<file path="config.mk">
export PLATFORM = sky130hd
export DESIGN_NAME = vector_list_sequencer
export DESIGN_NICKNAME = d
export VERILOG_FILES = /design/src/rtl/vector_pkg.sv /design/src/rtl/vector_list_sequencer.sv
export SDC_FILE = /design/constraint.sdc
export NUM_CORES = 1
export LEC_CHECK = 0
export BUFFER_PORTS_ARGS = -buffer_cell sky130_fd_sc_hd__buf_2
export CORE_ASPECT_RATIO = 0.6
export CORE_MARGIN = 5
export CORE_UTILIZATION = 60
export CTS_BUF_LIST = sky130_fd_sc_hd__clkbuf_4 sky130_fd_sc_hd__clkbuf_8
export DETAILED_ROUTE_END_ITERATION = 6
export HOLD_SLACK_MARGIN = 0.08
export PLACE_DENSITY = 0.95
export SYNTH_ARGS = -nofsm -noshare
export SYNTH_HDL_FRONTEND = slang
export SYNTH_SLANG_ARGS = --single-unit
</file>
<file path="constraint.sdc">
create_clock -name clk_i -period 4.9 [get_ports clk_i]
set_clock_uncertainty 0.2 [all_clocks]
set_input_delay 0.735 -clock clk_i [delete_from_list [all_inputs] [get_ports clk_i]]
set_output_delay 0.735 -clock clk_i [all_outputs]
set_load 0.1 [all_outputs]
</file>
<file path="src/rtl/vector_pkg.sv">
// Shared definitions for the vector display-list sequencer: entry layout,
// command codes and controller state encodings.
package vector_pkg;

  localparam int ENTRY_W = 18;
  localparam int CMD_LSB = 16;
  localparam int X_LSB   = 8;
  localparam int Y_LSB   = 0;

  typedef enum logic [1:0] {
    CMD_NOP  = 2'd0,
    CMD_MOVE = 2'd1,
    CMD_DRAW = 2'd2,
    CMD_END  = 2'd3
  } cmd_t;

  typedef enum logic [2:0] {
    S_IDLE      = 3'd0,
    S_FETCH     = 3'd1,
    S_DECODE    = 3'd2,
    S_LAUNCH    = 3'd3,
    S_WAIT_BUSY = 3'd4,
    S_DRAWING   = 3'd5,
    S_FRAME_END = 3'd6
  } state_t;

endpackage

</file>
<file path="src/rtl/vector_list_sequencer.sv">
// Walks a display list of MOVE/DRAW/NOP/END entries, tracks the pen and
// launches one line-engine run per DRAW, holding its endpoints for the line.
//
// state       | meaning
// ------------+---------------------------------------------------------
// S_IDLE      | waiting for start
// S_FETCH     | read strobe for entry at addr (or halt if stop pending)
// S_DECODE    | entry data valid; execute command
// S_LAUNCH    | pulse ld_go once the engine is idle
// S_WAIT_BUSY | wait for the engine to report busy
// S_DRAWING   | wait for the engine to finish the line
// S_FRAME_END | frame_done pulse; loop or return to idle
module vector_list_sequencer
  import vector_pkg::*;
#(
  parameter int ADDR_W  = 10,
  parameter int TIMEOUT = 1023
) (
  input  logic              clk_i,
  input  logic              rst_i,
  input  logic              start_i,
  input  logic              loop_en_i,
  input  logic              stop_i,
  output logic              busy_o,
  output logic              frame_done_o,
  output logic              err_o,
  output logic              mem_rd_o,
  output logic [ADDR_W-1:0] mem_addr_o,
  input  logic [17:0]       mem_data_i,
  output logic              ld_go_o,
  input  logic              ld_busy_i,
  output logic [7:0]        ld_stax_o,
  output logic [7:0]        ld_stay_o,
  output logic [7:0]        ld_endx_o,
  output logic [7:0]        ld_endy_o
);

  localparam int CNT_W = (TIMEOUT > 1) ? $clog2(TIMEOUT + 1) : 1;

  state_t              state_q;
  logic [ADDR_W-1:0]   addr_q;
  logic [7:0]          pen_x_q, pen_y_q;
  logic [7:0]          sta_x_q, sta_y_q, end_x_q, end_y_q;
  logic [CNT_W-1:0]    tmo_q;
  logic                stop_q, last_q, err_q, busy_q, done_q, rd_q;

  cmd_t       cmd;
  logic [7:0] ent_x, ent_y;
  logic       line_active, tmo_hit, halt_next, at_last;

  assign cmd         = cmd_t'(mem_data_i[CMD_LSB +: 2]);
  assign ent_x       = mem_data_i[X_LSB +: 8];
  assign ent_y       = mem_data_i[Y_LSB +: 8];
  assign line_active = (state_q inside {S_LAUNCH, S_WAIT_BUSY, S_DRAWING});
  assign tmo_hit     = (tmo_q == '0);
  assign at_last     = (addr_q == '1);
  // Stop flag as it will be seen in the next cycle; gates the read strobe of a coming FETCH.
  assign halt_next   = stop_q | stop_i;

  always_ff @(posedge clk_i) begin
    if (rst_i) begin
      state_q <= S_IDLE;
      addr_q  <= '0;
      pen_x_q <= '0;
      pen_y_q <= '0;
      sta_x_q <= '0;
      sta_y_q <= '0;
      end_x_q <= '0;
      end_y_q <= '0;
      tmo_q   <= '0;
      stop_q  <= 1'b0;
      last_q  <= 1'b0;
      err_q   <= 1'b0;
      busy_q  <= 1'b0;
      done_q  <= 1'b0;
      rd_q    <= 1'b0;
    end else begin
      done_q <= 1'b0;
      rd_q   <= 1'b0;
      if (stop_i && state_q != S_IDLE) stop_q <= 1'b1;
      if (line_active) tmo_q <= tmo_q - CNT_W'(1);

      if (line_active && tmo_hit) begin
        state_q <= S_IDLE;
        err_q   <= 1'b1;
        busy_q  <= 1'b0;
      end else begin
        case (state_q)
          S_IDLE: begin
            if (start_i) begin
              state_q <= S_FETCH;
              addr_q  <= '0;
              pen_x_q <= '0;
              pen_y_q <= '0;
              err_q   <= 1'b0;
              stop_q  <= 1'b0;
              last_q  <= 1'b0;
              busy_q  <= 1'b1;
              rd_q    <= 1'b1;
            end
          end
          S_FETCH: begin
            if (stop_q) begin
              state_q <= S_IDLE;
              busy_q  <= 1'b0;
            end else begin
              state_q <= S_DECODE;
            end
          end
          S_DECODE: begin
            if (cmd == CMD_MOVE || cmd == CMD_DRAW) begin
              pen_x_q <= ent_x;
              pen_y_q <= ent_y;
            end
            if (cmd == CMD_DRAW) begin
              sta_x_q <= pen_x_q;
              sta_y_q <= pen_y_q;
              end_x_q <= ent_x;
              end_y_q <= ent_y;
            end
            if (cmd == CMD_END) begin
              state_q <= S_FRAME_END;
              done_q  <= 1'b1;
            end else begin
              // The last entry never wraps; it forces an END after executing.
              if (at_last) begin
                err_q  <= 1'b1;
                last_q <= 1'b1;
              end else begin
                addr_q <= addr_q + ADDR_W'(1);
              end
              if (cmd == CMD_DRAW) begin
                state_q <= S_LAUNCH;
                tmo_q   <= CNT_W'(TIMEOUT);
              end else if (at_last) begin
                state_q <= S_FRAME_END;
                done_q  <= 1'b1;
              end else begin
                state_q <= S_FETCH;
                rd_q    <= ~halt_next;
              end
            end
          end
          S_LAUNCH: begin
            if (!ld_busy_i) state_q <= S_WAIT_BUSY;
          end
          S_WAIT_BUSY: begin
            if (ld_busy_i) state_q <= S_DRAWING;
          end
          S_DRAWING: begin
            if (!ld_busy_i) begin
              if (last_q) begin
                state_q <= S_FRAME_END;
                done_q  <= 1'b1;
              end else begin
                state_q <= S_FETCH;
                rd_q    <= ~halt_next;
              end
            end
          end
          S_FRAME_END: begin
            last_q <= 1'b0;
            if (loop_en_i && !stop_q) begin
              addr_q  <= '0;
              state_q <= S_FETCH;
              rd_q    <= ~halt_next;
            end else begin
              state_q <= S_IDLE;
              busy_q  <= 1'b0;
            end
          end
          default: begin
            state_q <= S_IDLE;
            busy_q  <= 1'b0;
          end
        endcase
      end
    end
  end

  assign busy_o       = busy_q;
  assign frame_done_o = done_q;
  assign err_o        = err_q;
  assign mem_rd_o     = rd_q;
  assign mem_addr_o   = addr_q;
  assign ld_go_o      = (state_q == S_LAUNCH) & ~ld_busy_i & ~tmo_hit;
  assign ld_stax_o    = sta_x_q;
  assign ld_stay_o    = sta_y_q;
  assign ld_endx_o    = end_x_q;
  assign ld_endy_o    = end_y_q;

endmodule

</file>
[After elaboration in Yosys (flattened, before gate mapping)]
Cells that the tools add are included.
Word-level totals
  output and inout port bits: 47
  register bits after elaboration: 77
  input port bits: 24
Operators by class
  reductions and logical operators: 21
  multiplexer cells: 54
  bitwise operators: 8
  add/subtract/negate cells: 2
  equal/unequal tests: 24
Operators with widths (number)
  2-to-1 mux 10 bit: 9
  one-hot mux 8 bit (2 select lines): 2
  one-hot mux 10 bit (3 select lines): 1
  2-to-1 mux 1 bit: 24
  2-to-1 mux 3 bit: 8
  2-to-1 mux 8 bit: 3
  inequality test 2 bit (second input constant): 11
  one-hot mux 3 bit (7 select lines): 1
  AND reduction 4 bit: 4
  nonzero test 3 bit: 4
  adder 10 x 1 -> 10 bit (second input constant): 1
  equality test 10 bit (second input constant): 1
  zero test 10 bit: 1
  subtractor 10 x 1 -> 10 bit (second input constant): 1
  equality test 3 bit (second input constant): 3
  inequality test 3 bit (second input constant): 3
  one-hot mux 1 bit (4 select lines): 2
  equality test 3 x 2 -> 1 bit (second input constant): 2
  AND reduction 6 bit: 1
  inverter 1 bit: 5
  AND reduction 5 bit: 1
  equality test 2 bit (second input constant): 2
  one-hot mux 1 bit (2 select lines): 2
  OR reduction 4 bit: 1
  other kinds (13): 16

[Longest topological paths before layout]
  word-level depth: 7
  depth in mapped cells: 7
  mapped depth without buffers: 7

[Least setup slack after synthesis]
No wires, ideal clock.
  kind: register -> output
  from: register tmo_q[0]
  to: output ld_go_o
  arrival: 5.554 ns
  path slack: -1.589 ns
  buffers on the path: 0
  stages on the path, launching flop included: 6
  required time: 3.965 ns
  cell sequence: dfxtp_1 inv_1 ha_1 or3b_2 nor3_1 a2111oi_0
Between the ends
  word-level cells in the longest chain between the ends: 3
Ends and longest elaborated chain
  start: declaration: line vector_list_sequencer.sv:44  | logic [CNT_W-1:0] tmo_q;
  start signal: assignment: line vector_list_sequencer.sv:81  | if (line_active) tmo_q <= tmo_q - CNT_W'(1);
  start signal: assignment: line vector_list_sequencer.sv:134  | tmo_q <= CNT_W'(TIMEOUT);
  zero test 10 bit: line vector_list_sequencer.sv:55  | assign tmo_hit = (tmo_q == '0);
  inverter 1 bit: line vector_list_sequencer.sv:186  | assign ld_go_o = (state_q == S_LAUNCH) & ~ld_busy_i & ~tmo_hit;
  AND 1 bit: line vector_list_sequencer.sv:186
  end: declaration: line vector_list_sequencer.sv:30  | output logic ld_go_o,
Every way passes these cells.

[Worst setup path after layout]
Same ends and word-level chain as after synthesis.

==> insert_results.sql <==
INSERT INTO impl_metrics (metric_group, metric, value, unit) VALUES
('status', 'outcome', 'finished clean', ''),
('sta', 'fmaxAchievable', '300', 'MHz'),
('route', 'drt-vias-per-instance', '6.04', ''),
('layout', 'ff_latch_area', '1540', 'um2'),
('synthesis', 'synthesis.instances', '410', ''),
('synthesis', 'flip_flop_and_latch_count_after_synthesis', '77', ''),
('sta', 'finalCritPeriodShare', '68.0', '%'),
('sta', 'timing_hold_violations_final', '0', ''),
('power', 'p_leak', '1.49', 'nW'),
('synthesis', 'yosys_warnings', '0', ''),
('sta', 'setup_viol', '0', ''),
('layout', 'final-instance-count-excl-fill', '538', ''),
('synthesis', 'synth-edff-count', '0', ''),
('route', 'drt-initial-drc-count', '313', ''),
('die', 'die_area', '7100', 'um2'),
('layout', 'multi_input_area', '1630', 'um2'),
('clocking', 'cts_root_buf', 'sky130_fd_sc_hd__clkbuf_8', ''),
('synthesis', 'synth_area_leaders', 'sky130_fd_sc_hd__dfxtp_1 (47%), sky130_fd_sc_hd__nand2_1 (11%), sky130_fd_sc_hd__a21oi_1 (11%)', ''),
('critical_path', 'timing.reg2reg.setup_slack', '1.86', 'ns'),
('sta', 'relSlewSlack', '14.0', '%'),
('die', 'rows', '20', ''),
('die', 'io-pin-count', '71', ''),
('clocking', 'clk_transition_reported_paths', '0.08', 'ns'),
('critical_path', 'rr_worst_depth', '4', ''),
('placed_design', 'port-buffer-count', '70', ''),
('layout', 'fillerInstances', '364', ''),
('synthesis', 'asyncSetResetFlopFracSynth', '0', '%'),
('global_route', 'grt_overflow_total', '0', ''),
('global_route', 'first_global_vias', '2997', ''),
('clocking', 'cts_tree', 'built', ''),
('clocking', 'clkLatencyLatePin', '0.34', 'ns'),
('clocking', 'cts.repair.resized', '0', ''),
('route', 'first_pass_iters', '7', ''),
('die', 'die_w', '106', 'um'),
('sta', 'hold_ws', '0.253', 'ns'),
('synthesis', 'synthDistinctLibCells', '47', ''),
('min_path', 'hold_class', 'reg -> reg', ''),
('critical_path', 'worst-setup-path-type', 'reg -> out', ''),
('global_route', 'initial_antenna_violation_count', '0', ''),
('clocking', 'clock_path_buffers', '2', ''),
('global_route', 'grt_start_max_net_pins', '67', ''),
('route', 'route.detailed.drc', '0', ''),
('clocking', 'cts_setup_buffers', '0', ''),
('synthesis', 'post_synthesis_net_count', '438', ''),
('power', 'vdd_drop_max', '0.219', 'mV'),
('route', 'routed_wl', '8.66', 'mm'),
('die', 'die_h', '67.3', 'um'),
('layout', 'fraction_of_final_layout_cells_with_drive_strength_greater_than_1', '20.6', '%'),
('placed_design', 'post_place_setup_slack', '1.83', 'ns'),
('die', 'core_area', '5180', 'um2'),
('power', 'pwr_density_cell', '394', 'nW/um2'),
('critical_path', 'worstSetupEndpointType', 'output port', ''),
('global_route', 'wire_length_of_the_first_global_routing_pass', '14.0', 'mm'),
('critical_path', 'startpoint_type', 'flip-flop', ''),
('synthesis', 'ys_seq_area_share', '46.9', '%'),
('sta', 'fin_crit', '3.33', 'ns'),
('clocking', 'cts_hold_repair.buffers', '0', ''),
('critical_path', 'crit-reg2reg-launch', 'state_q[1]', ''),
('synthesis', 'synth_largest_area_cell', 'sky130_fd_sc_hd__dfxtp_1', ''),
('sta', 'timing_max_transition_violations_final', '0', ''),
('min_path', 'whs_path_depth', '2', ''),
('synthesis', 'synthDominantCellAreaShare', '46.9', '%'),
('clocking', 'clock_tree.htree_level_count', '3', ''),
('sta', 'rsz0062_at_grt', 'no', ''),
('critical_path', 'critPathRequiredTime', '3.96', 'ns'),
('critical_path', 'timing.critical_path.arrival', '2.40', 'ns'),
('layout', 'n_antenna_cell', '0', ''),
('clocking', 'cts-buffers-inserted', '9', ''),
('layout', 'area.growth.synth_to_final', '18.6', '%'),
('placed_design', 'place_congestion', '0.915', ''),
('sta', 'actual_transition_at_the_worst_max_transition_pin', '1.28', 'ns');
## logic make-up (layout without fill, tap and decap cells)
logic type	count (synthesis)	count (layout)	synth area share (%)
adder cells (fa/ha/maj)	4	4	1.52
AO/OA/AOI/OAI	106	106	18.2
flip-flops	77	77	46.9
AND/OR/NAND/NOR	182	182	26.5
buffers and inverters	30	92	3.88
multiplexers	1	1	0.305
XOR/XNOR	10	10	2.67
## stage by stage
step,total power [W],area [um2]
after global routing,0.00159,3900
after global placement,0.000895,3630
final,0.00154,3900
after detailed placement,0.000905,3630
after floorplan,0.000850,3290
after CTS,0.00154,3900
## routing by layer
layer / part of all wire (%) / wire, um / up-vias / global-route usage, %
met5: 0 / 0 / - / 0
met4: 2.1 / 182 / 0 / 11.1
met3: 8.3 / 718 / 22 / 6.11
met2: 48 / 4180 / 167 / 41.3
met1: 41 / 3580 / 1524 / 30.8
li1: - / - / 1536 / -
## power by group
group	leakage, nW	internal, W	switching [W]
sequential	0.622	0.000646	0.0000282
clock	0.136	0.000394	0.000240
combinational	0.729	0.0000648	0.000163
## cell type report
type                       instances  share of cell area (%)
multi-input combinational        303                    41.8
sequential                        77                    39.6
timing repair buffer              71                    9.18
clock inverter                     7                    3.72
clock buffer                       9                    3.18
tap                               66                    2.12
inverter                           5                   0.482
## how the worst max path moves through the flow
stage                               from       end  cells past startpoint
after detailed placement  mem_data_i[16]  tmo_q[0]                      6
final                           tmo_q[0]   ld_go_o                      6
after CTS                       tmo_q[0]   ld_go_o                      6
after global routing            tmo_q[0]   ld_go_o                      6
after global placement    mem_data_i[16]  tmo_q[7]                      6
after floorplan                 tmo_q[0]   ld_go_o                      5
## flip-flops by register name, indices dropped and copies added (netlist names)
| register | count |
|---|---|
| busy_o | 1 |
| err_o | 1 |
| frame_done_o | 1 |
| last_q | 1 |
| ld_endx_o | 8 |
| ld_endy_o | 8 |
| ld_stax_o | 8 |
| ld_stay_o | 8 |
| mem_addr_o | 10 |
| mem_rd_o | 1 |
| pen_x_q | 8 |
| pen_y_q | 8 |
| state_q | 3 |
| stop_q | 1 |
| tmo_q | 10 |
## synthesized netlist by cell type, types with 2 or more instances
cell                       instances
sky130_fd_sc_hd__a311oi_1          2
sky130_fd_sc_hd__o21ai_0          10
sky130_fd_sc_hd__or3b_2            2
sky130_fd_sc_hd__or2_2             2
sky130_fd_sc_hd__clkbuf_1         23
sky130_fd_sc_hd__and3_1            3
sky130_fd_sc_hd__inv_1             5
sky130_fd_sc_hd__o21a_1            2
sky130_fd_sc_hd__nor2b_1           4
sky130_fd_sc_hd__xnor2_1           4
sky130_fd_sc_hd__buf_6             2
sky130_fd_sc_hd__dfxtp_1          77
sky130_fd_sc_hd__nor3b_1           2
sky130_fd_sc_hd__o211ai_1          2
sky130_fd_sc_hd__nor3_1            3
sky130_fd_sc_hd__and2_1            3
sky130_fd_sc_hd__ha_1              4
sky130_fd_sc_hd__or3_1             8
sky130_fd_sc_hd__nor2_1           13
sky130_fd_sc_hd__nor4_1            2
sky130_fd_sc_hd__nand2_1          98
sky130_fd_sc_hd__or4_1             3
sky130_fd_sc_hd__o31ai_1           3
sky130_fd_sc_hd__nand3_1          25
sky130_fd_sc_hd__xor2_1            6
sky130_fd_sc_hd__nand2b_1          5
sky130_fd_sc_hd__nand4_1           2
sky130_fd_sc_hd__a211oi_1          3
sky130_fd_sc_hd__a31oi_1           2
sky130_fd_sc_hd__a21oi_1          73
## worst max-delay path, stage by stage, from the launching register on
cell	delay [ns]
sky130_fd_sc_hd__dfxtp_1	0.34
sky130_fd_sc_hd__inv_1	0.06
sky130_fd_sc_hd__ha_1	0.18
sky130_fd_sc_hd__or3b_2	0.49
sky130_fd_sc_hd__nor3_1	0.50
sky130_fd_sc_hd__a2111oi_2	0.15
sky130_fd_sc_hd__buf_2	0.33
## placed cells by master, fill, tap and decap left out, types with 3 or more instances in the layout
cell	instances
sky130_fd_sc_hd__a21oi_1	73
sky130_fd_sc_hd__nand2_1	98
sky130_fd_sc_hd__dfxtp_1	77
sky130_fd_sc_hd__and2_1	3
sky130_fd_sc_hd__ha_1	4
sky130_fd_sc_hd__nor3_1	3
sky130_fd_sc_hd__clkbuf_8	9
sky130_fd_sc_hd__o21ai_0	10
sky130_fd_sc_hd__nand3_1	25
sky130_fd_sc_hd__nor2b_1	4
sky130_fd_sc_hd__o31ai_1	3
sky130_fd_sc_hd__bufinv_16	4
sky130_fd_sc_hd__inv_1	5
sky130_fd_sc_hd__xnor2_1	4
sky130_fd_sc_hd__nand2b_1	5
sky130_fd_sc_hd__or4_1	3
sky130_fd_sc_hd__or3_1	8
sky130_fd_sc_hd__buf_2	70
sky130_fd_sc_hd__nor2_1	13
sky130_fd_sc_hd__and3_1	3
sky130_fd_sc_hd__a211oi_1	3
sky130_fd_sc_hd__xor2_1	6
Power figures use the tool's default switching activity.
